## config.mk

```make
export PLATFORM = sky130hd
export DESIGN_NAME = control_cmd_fillrect_clip
export DESIGN_NICKNAME = d
export VERILOG_FILES = /design/src/rtl/control_cmd_fillrect_clip.sv
export SDC_FILE = /design/constraint.sdc
export NUM_CORES = 1
export LEC_CHECK = 0
export ABC_AREA = 1
export ABC_CLOCK_PERIOD_IN_PS = 4600
export BUFFER_PORTS_ARGS = -buffer_cell sky130_fd_sc_hd__clkbuf_2
export CAP_MARGIN = 10
export CORE_ASPECT_RATIO = 0.9
export CORE_MARGIN = 2
export CORE_UTILIZATION = 65
export DETAILED_ROUTE_END_ITERATION = 10
export MAX_ROUTING_LAYER = met4
export PLACE_DENSITY = 0.85
export SETUP_SLACK_MARGIN = 0.2
export SYNTH_ARGS = -nofsm -noshare
export SYNTH_HDL_FRONTEND = slang
export SYNTH_SLANG_ARGS = --single-unit
```

## constraint.sdc

```tcl
create_clock -name clk -period 4.6 [get_ports clk]
set_input_delay 0.23 -clock clk [delete_from_list [all_inputs] [get_ports clk]]
set_output_delay 0.23 -clock clk [all_outputs]
set_load 0.02 [all_outputs]
```

## src/rtl/control_cmd_fillrect_clip.sv

```systemverilog
// control_cmd_fillrect_clip
//
// Captures a byte-serial rectangle command (MODE, X, Y, W, H, colour bytes MSB first).
// It then issues one framebuffer byte write per enabled cycle. The rectangle is traversed
// row-major and clipped against the panel edges.
//
// Optional outline mode is built only when CONTROL_CMD_FILLRECT_OUTLINE_EN is defined.
// When it is undefined, MODE is consumed and ignored, and every command is a fill.
//
// Ports:
//   clk              single clock
//   reset            asynchronous, active-high reset
//   enable           byte valid while capturing; run/pause while writing
//   data_in          command byte stream
//   row, column      write address
//   pixel            byte lane within the pixel (lane 0 carries the colour MSB)
//   data_out         colour byte for the current lane; holds while no write
//   ram_write_enable write strobe
//   ram_access_start pulse alongside the first write of a command
//   ready_for_data   high while capturing command bytes
//   done             one-cycle pulse when a command completes
module control_cmd_fillrect_clip #(
    parameter int BYTES_PER_PIXEL = 2,
    parameter int NUM_ROWS        = 32,
    parameter int NUM_COLS        = 64,
    parameter int ROW_BITS        = $clog2(NUM_ROWS),
    parameter int COL_BITS        = $clog2(NUM_COLS),
    parameter int PIXEL_BITS      = (BYTES_PER_PIXEL > 1) ? $clog2(BYTES_PER_PIXEL) : 1
) (
    input  logic                  clk,
    input  logic                  reset,
    input  logic                  enable,
    input  logic [7:0]            data_in,
    output logic [ROW_BITS-1:0]   row,
    output logic [COL_BITS-1:0]   column,
    output logic [PIXEL_BITS-1:0] pixel,
    output logic [7:0]            data_out,
    output logic                  ram_write_enable,
    output logic                  ram_access_start,
    output logic                  ready_for_data,
    output logic                  done
);

    localparam logic [1:0] ST_CAPTURE = 2'd0;
    localparam logic [1:0] ST_WRITE   = 2'd1;
    localparam logic [1:0] ST_FINISH  = 2'd2;

    localparam logic [3:0]            LAST_BYTE_CNT = 4'(4 + BYTES_PER_PIXEL);
    localparam logic [PIXEL_BITS-1:0] LAST_LANE     = PIXEL_BITS'(BYTES_PER_PIXEL - 1);

    logic [1:0]            r_state;
    logic                  r_alive;      // keeps ready_for_data low until the first edge out of reset
    logic [3:0]            r_byte_cnt;
    logic [7:0]            r_x;
    logic [7:0]            r_y;
    logic [7:0]            r_w;
    logic [7:0]            r_h;
    logic [7:0]            r_colour [0:BYTES_PER_PIXEL-1];  // index 0 = first streamed byte (MSB)
    logic [ROW_BITS-1:0]   r_row;
    logic [COL_BITS-1:0]   r_col;
    logic [PIXEL_BITS-1:0] r_pix;
    logic                  r_first;
    logic [7:0]            r_last_data;

    logic                  w_accept;
    logic                  w_we;
    logic [8:0]            w_x_sum;
    logic [8:0]            w_y_sum;
    logic [8:0]            w_x_end;
    logic [8:0]            w_y_end;
    logic                  w_empty;
    logic [8:0]            w_col9;
    logic [8:0]            w_row9;
    logic                  w_col_last;
    logic                  w_row_last;
    logic                  w_jump;        // interior outline row: skip from X to X+W-1
    logic                  w_wrap_early;  // interior outline row whose right edge is absent
    logic [COL_BITS-1:0]   w_right_col;
    logic [7:0]            w_lane_data;

    assign w_accept    = ready_for_data && enable;
    assign w_we        = (r_state == ST_WRITE) && enable;

    // Extents in 9 bits so X+W and Y+H never wrap.
    assign w_x_sum     = {1'b0, r_x} + {1'b0, r_w};
    assign w_y_sum     = {1'b0, r_y} + {1'b0, r_h};
    assign w_x_end     = (w_x_sum > 9'(NUM_COLS)) ? 9'(NUM_COLS) : w_x_sum;
    assign w_y_end     = (w_y_sum > 9'(NUM_ROWS)) ? 9'(NUM_ROWS) : w_y_sum;
    assign w_empty     = (r_w == 8'd0) || (r_h == 8'd0) ||
                         ({1'b0, r_x} >= 9'(NUM_COLS)) || ({1'b0, r_y} >= 9'(NUM_ROWS));

    assign w_col9      = 9'(r_col);
    assign w_row9      = 9'(r_row);
    assign w_col_last  = (w_col9 + 9'd1) == w_x_end;
    assign w_row_last  = (w_row9 + 9'd1) == w_y_end;
    assign w_lane_data = r_colour[r_pix];

`ifdef CONTROL_CMD_FILLRECT_OUTLINE_EN
    logic       r_outline;
    logic [8:0] w_x_right;
    logic       w_interior;
    logic       w_skip;
    logic       w_right_in;

    assign w_x_right    = w_x_sum - 9'd1;
    assign w_interior   = (w_row9 != {1'b0, r_y}) && (w_row9 != (w_y_sum - 9'd1));
    // Interior rows only ever visit the left edge X and, if present, the right edge.
    assign w_skip       = r_outline && w_interior && (w_col9 == {1'b0, r_x});
    assign w_right_in   = (w_x_right < 9'(NUM_COLS)) && (r_w > 8'd1);
    assign w_jump       = w_skip && w_right_in;
    assign w_wrap_early = w_skip && !w_right_in;
    assign w_right_col  = w_x_right[COL_BITS-1:0];

    always_ff @(posedge clk or posedge reset) begin
        if (reset) begin
            r_outline <= 1'b0;
        end else if (w_accept && (r_byte_cnt == 4'd0)) begin
            r_outline <= data_in[0];
        end
    end
`else
    assign w_jump       = 1'b0;
    assign w_wrap_early = 1'b0;
    assign w_right_col  = r_col;
`endif

    always_ff @(posedge clk or posedge reset) begin
        if (reset) begin
            r_state     <= ST_CAPTURE;
            r_alive     <= 1'b0;
            r_byte_cnt  <= 4'd0;
            r_x         <= 8'd0;
            r_y         <= 8'd0;
            r_w         <= 8'd0;
            r_h         <= 8'd0;
            for (int i = 0; i < BYTES_PER_PIXEL; i++) begin
                r_colour[i] <= 8'd0;
            end
            r_row       <= '0;
            r_col       <= '0;
            r_pix       <= '0;
            r_first     <= 1'b0;
            r_last_data <= 8'd0;
        end else begin
            r_alive <= 1'b1;
            case (r_state)
                ST_CAPTURE: begin
                    if (w_accept) begin
                        r_byte_cnt <= r_byte_cnt + 4'd1;
                        case (r_byte_cnt)
                            4'd1:    r_x <= data_in;
                            4'd2:    r_y <= data_in;
                            4'd3:    r_w <= data_in;
                            4'd4:    r_h <= data_in;
                            default: ;
                        endcase
                        for (int i = 0; i < BYTES_PER_PIXEL; i++) begin
                            if (r_byte_cnt == 4'(5 + i)) begin
                                r_colour[i] <= data_in;
                            end
                        end
                        if (r_byte_cnt == LAST_BYTE_CNT) begin
                            r_byte_cnt <= 4'd0;
                            r_row      <= r_y[ROW_BITS-1:0];
                            r_col      <= r_x[COL_BITS-1:0];
                            r_pix      <= '0;
                            r_first    <= 1'b1;
                            r_state    <= w_empty ? ST_FINISH : ST_WRITE;
                        end
                    end
                end
                ST_WRITE: begin
                    if (enable) begin
                        r_first     <= 1'b0;
                        r_last_data <= w_lane_data;
                        if (r_pix != LAST_LANE) begin
                            r_pix <= r_pix + PIXEL_BITS'(1);
                        end else begin
                            r_pix <= '0;
                            if (w_jump) begin
                                r_col <= w_right_col;
                            end else if (w_col_last || w_wrap_early) begin
                                r_col <= r_x[COL_BITS-1:0];
                                if (w_row_last) begin
                                    r_state <= ST_FINISH;
                                end else begin
                                    r_row <= r_row + ROW_BITS'(1);
                                end
                            end else begin
                                r_col <= r_col + COL_BITS'(1);
                            end
                        end
                    end
                end
                ST_FINISH: r_state <= ST_CAPTURE;
                default:   r_state <= ST_CAPTURE;
            endcase
        end
    end

    assign row              = r_row;
    assign column           = r_col;
    assign pixel            = r_pix;
    assign ram_write_enable = w_we;
    assign ram_access_start = w_we && r_first;
    assign data_out         = w_we ? w_lane_data : r_last_data;
    assign ready_for_data   = (r_state == ST_CAPTURE) && r_alive;
    assign done             = (r_state == ST_FINISH);

endmodule

```

==> impl_metrics.env <==
export IMPL_ys_seq_area_share_pct=40.7
export IMPL_worstPathArrival_ps=3180
export IMPL_synth_flop_cell="dfrtp_1"
export IMPL_overflow=0
export IMPL_power_frac_comb_pct=59.5
export IMPL_fillCellCount=560
export IMPL_cp_cell_sequence="inv_1 > nor2_1 > clkinv_1 > nor2_1 > inv_1 > o21ai_0 > clkbuf_2"
export IMPL_synth_edf_count=0
export IMPL_place_congestion=0.923
export IMPL_tightest_slew_ps=1030
export IMPL_cp_max_fo=17
export IMPL_first_pass_iters=5
export IMPL_ant_nets=0
export IMPL_net_switching_power_mw=2.17
export IMPL_crit_required_ps=4370
export IMPL_clock_latency_ps=350
export IMPL_viasPerCell=5.52
export IMPL_final_core_util_pct=72.6
export IMPL_final_nets=712
export IMPL_r2r_start="r_y[0]"
export IMPL_postCtsSetupBuffers=0
export IMPL_core_area_um2=7000
export IMPL_grtUsageTotal_pct=30.6
export IMPL_htreeDepth=3
export IMPL_area_growth_pct=8.72
export IMPL_synth_cell_types=33
export IMPL_fin_tns_setup_ps=0
export IMPL_cts_made_buffers=9
export IMPL_fin_area_um2=5090
export IMPL_syn_area_per_cell_um2=7.23
export IMPL_crit_type="reg2out"
export IMPL_grt_setup_unrepaired="no"
export IMPL_grt_max_degree=66
export IMPL_cts_tree="yes"
export IMPL_layout_min_cycle_time_ps=3410
export IMPL_startpoint_type="flop"
export IMPL_seq_area_um2=1900
export IMPL_max_cap_violations=0
export IMPL_place_area_um2=4900
export IMPL_die_y_um=84.5
export IMPL_grt_pass1_vias=4011
export IMPL_dr_first_iter_drc_count=299
export IMPL_hold_violations=0
export IMPL_worstHoldStart="data_in[5]"
export IMPL_multi_input_area_um2=2330
export IMPL_remaining_drc_errors=0
export IMPL_syn_area_um2=4680
export IMPL_port_buffers=34
export IMPL_start_util_pct=66.8
export IMPL_routedWlPerCell_um=13.8
export IMPL_routed_wl_um=10800
export IMPL_n_antenna_cell=0
export IMPL_p_clk_share_pct=10.5
export IMPL_fin_worst_skew_ps=14.1
export IMPL_internal_power_mw=2.02
export IMPL_status="finished, final reports clean"
export IMPL_dpl_hpwl_um=8210
export IMPL_layout_drive_gt1_share_pct=10.6
export IMPL_hp_class="in2reg"
export IMPL_synth_seq_cells=76
export IMPL_synth_nets=678
export IMPL_grt_pass1_wl_um=18600
export IMPL_io_pin_count=35
export IMPL_async_reset_ff_share_pct=100
export IMPL_drv_slew=0
export IMPL_die_area_um2=7890
export IMPL_layout_commonest_cell="nand2_1"
export IMPL_syn_inst=647
export IMPL_cp_slowest_cell="nor2_1"
export IMPL_crit_path_start="r_state[0]"
export IMPL_peakVddDrop_mv=0.474
export IMPL_seq_power_share_pct=30.0
export IMPL_cts_resized=0
export IMPL_setup_viol=0
export IMPL_dieWidth_um=93.4
export IMPL_worst_slew_margin_rel_pct=31.1
export IMPL_min_period_over_period_pct=74.1
export IMPL_power_mw=4.19
export IMPL_p_sw_share_pct=51.9
export IMPL_clkSlewWorstSetupHoldPaths_ps=80
export IMPL_max_clock_freq_mhz=293
export IMPL_cts_sinks=76
export IMPL_antenna_found_initial=0
export IMPL_yosys_warnings=0
export IMPL_cp_end_kind="primary output"
export IMPL_cts_max_path_buffers=2
export IMPL_rows=29
export IMPL_layout_common_cells="nand2_1 (189), inv_1 (94), dfrtp_1 (76)"
export IMPL_p_per_area_nw_per_um2=824
export IMPL_route_vias_total=4302
export IMPL_leakage_nw=2.70
export IMPL_max_stage_delay_ps=640
export IMPL_clockRootBuffer="clkbuf_8"
## power by group through the flow
stage                     registers (mW)  clock network (mW)  logic (mW)
after floorplan                     1.21                   0        1.96
after global placement              1.24                   0        2.36
after detailed placement            1.26                   0        2.46
after CTS                           1.25               0.450        2.47
after global routing                1.30               0.484        2.84
final                               1.26               0.441        2.49
## Yosys cell counts (all sizes together) (2+ instances only)
| cell type | number | area (um2) |
|---|---|---|
| nand2 | 195 | 752 |
| nor2 | 49 | 211 |
| fa | 2 | 40.0 |
| nor3 | 6 | 30.0 |
| clkinv | 2 | 7.51 |
| nor4 | 5 | 37.5 |
| nand3b | 2 | 15.0 |
| xnor2 | 2 | 17.5 |
| inv | 98 | 368 |
| clkbuf | 10 | 37.5 |
| buf | 4 | 35.0 |
| nand4 | 25 | 156 |
| ha | 18 | 225 |
| a21oi | 17 | 85.1 |
| nand3 | 56 | 318 |
| o21ai | 66 | 330 |
| xor2 | 9 | 78.8 |
| dfrtp | 76 | 1900 |
## cell families after synthesis
logic type / Yosys count / synth area share (%)
adder cells (fa/ha/maj): 20 / 5.67
other: 1 / 0.0802
XOR/XNOR: 11 / 2.06
AND/OR/NAND/NOR: 340 / 32.8
flip-flops: 76 / 40.7
AO/OA/AOI/OAI: 85 / 9.20
buffers and inverters: 114 / 9.57
## timing repair
action / in CTS / in global routing
hold buffers: 1 / 0
hold endpoints to repair: 11 / 0
endpoints found under the setup margin: 0 / 0
## per-layer routing
metal | part of all wire [%] | global-route usage (%) | up-vias
met1 | 46 | 42.1 | 2008
met5 | 0 | - | -
met2 | 47 | 47.7 | 134
met4 | 1.0 | 6.95 | 0
met3 | 5.9 | 5.57 | 15
li1 | - | - | 2145
## final timing paths
kind                                      to  slack (ps)  cells after the start
worst max-delay path             data_out[2]        1190                      7
worst min-delay path             r_colour[5]          90                      3
worst max register to register        row[1]        1700                     18
worst min register to register  r_colour[15]         490                      2
max in group asynchronous             r_y[7]        3190                      4
min in group asynchronous          column[3]         370                      3
## per-stage QoR
stage | worst slack [ps] | instances | hold slack (ps)
global placement | 1700 | 761 | 180
CTS | 1240 | 778 | 88.3
floorplan | 2060 | 647 | 351
finish | 1190 | 779 | 95.0
global route | 982 | 779 | 106
detailed placement | 1620 | 761 | 186
## flip-flops by register name (all words and copies together), names as in the netlist
signal,cells
r_x,8
r_colour,16
r_w,8
r_byte_cnt,4
r_first,1
r_alive,1
pixel,1
r_state,2
r_h,8
row,5
r_last_data,8
r_y,8
column,6
## cell type report
class | count | area share [%]
clock inverter | 5 | 0.738
sequential | 76 | 37.4
multi-input combinational | 457 | 45.8
timing repair buffer | 37 | 3.84
inverter | 100 | 7.38
clock buffer | 11 | 2.58
tap | 93 | 2.29
## critical path, delay by kind of cell (launching register included)
kind	cells	cell delay, ps
compound gates	1	360
flops	1	430
simple gates	2	990
buf+inv	4	1050
(Power assumes the default switching activity.)
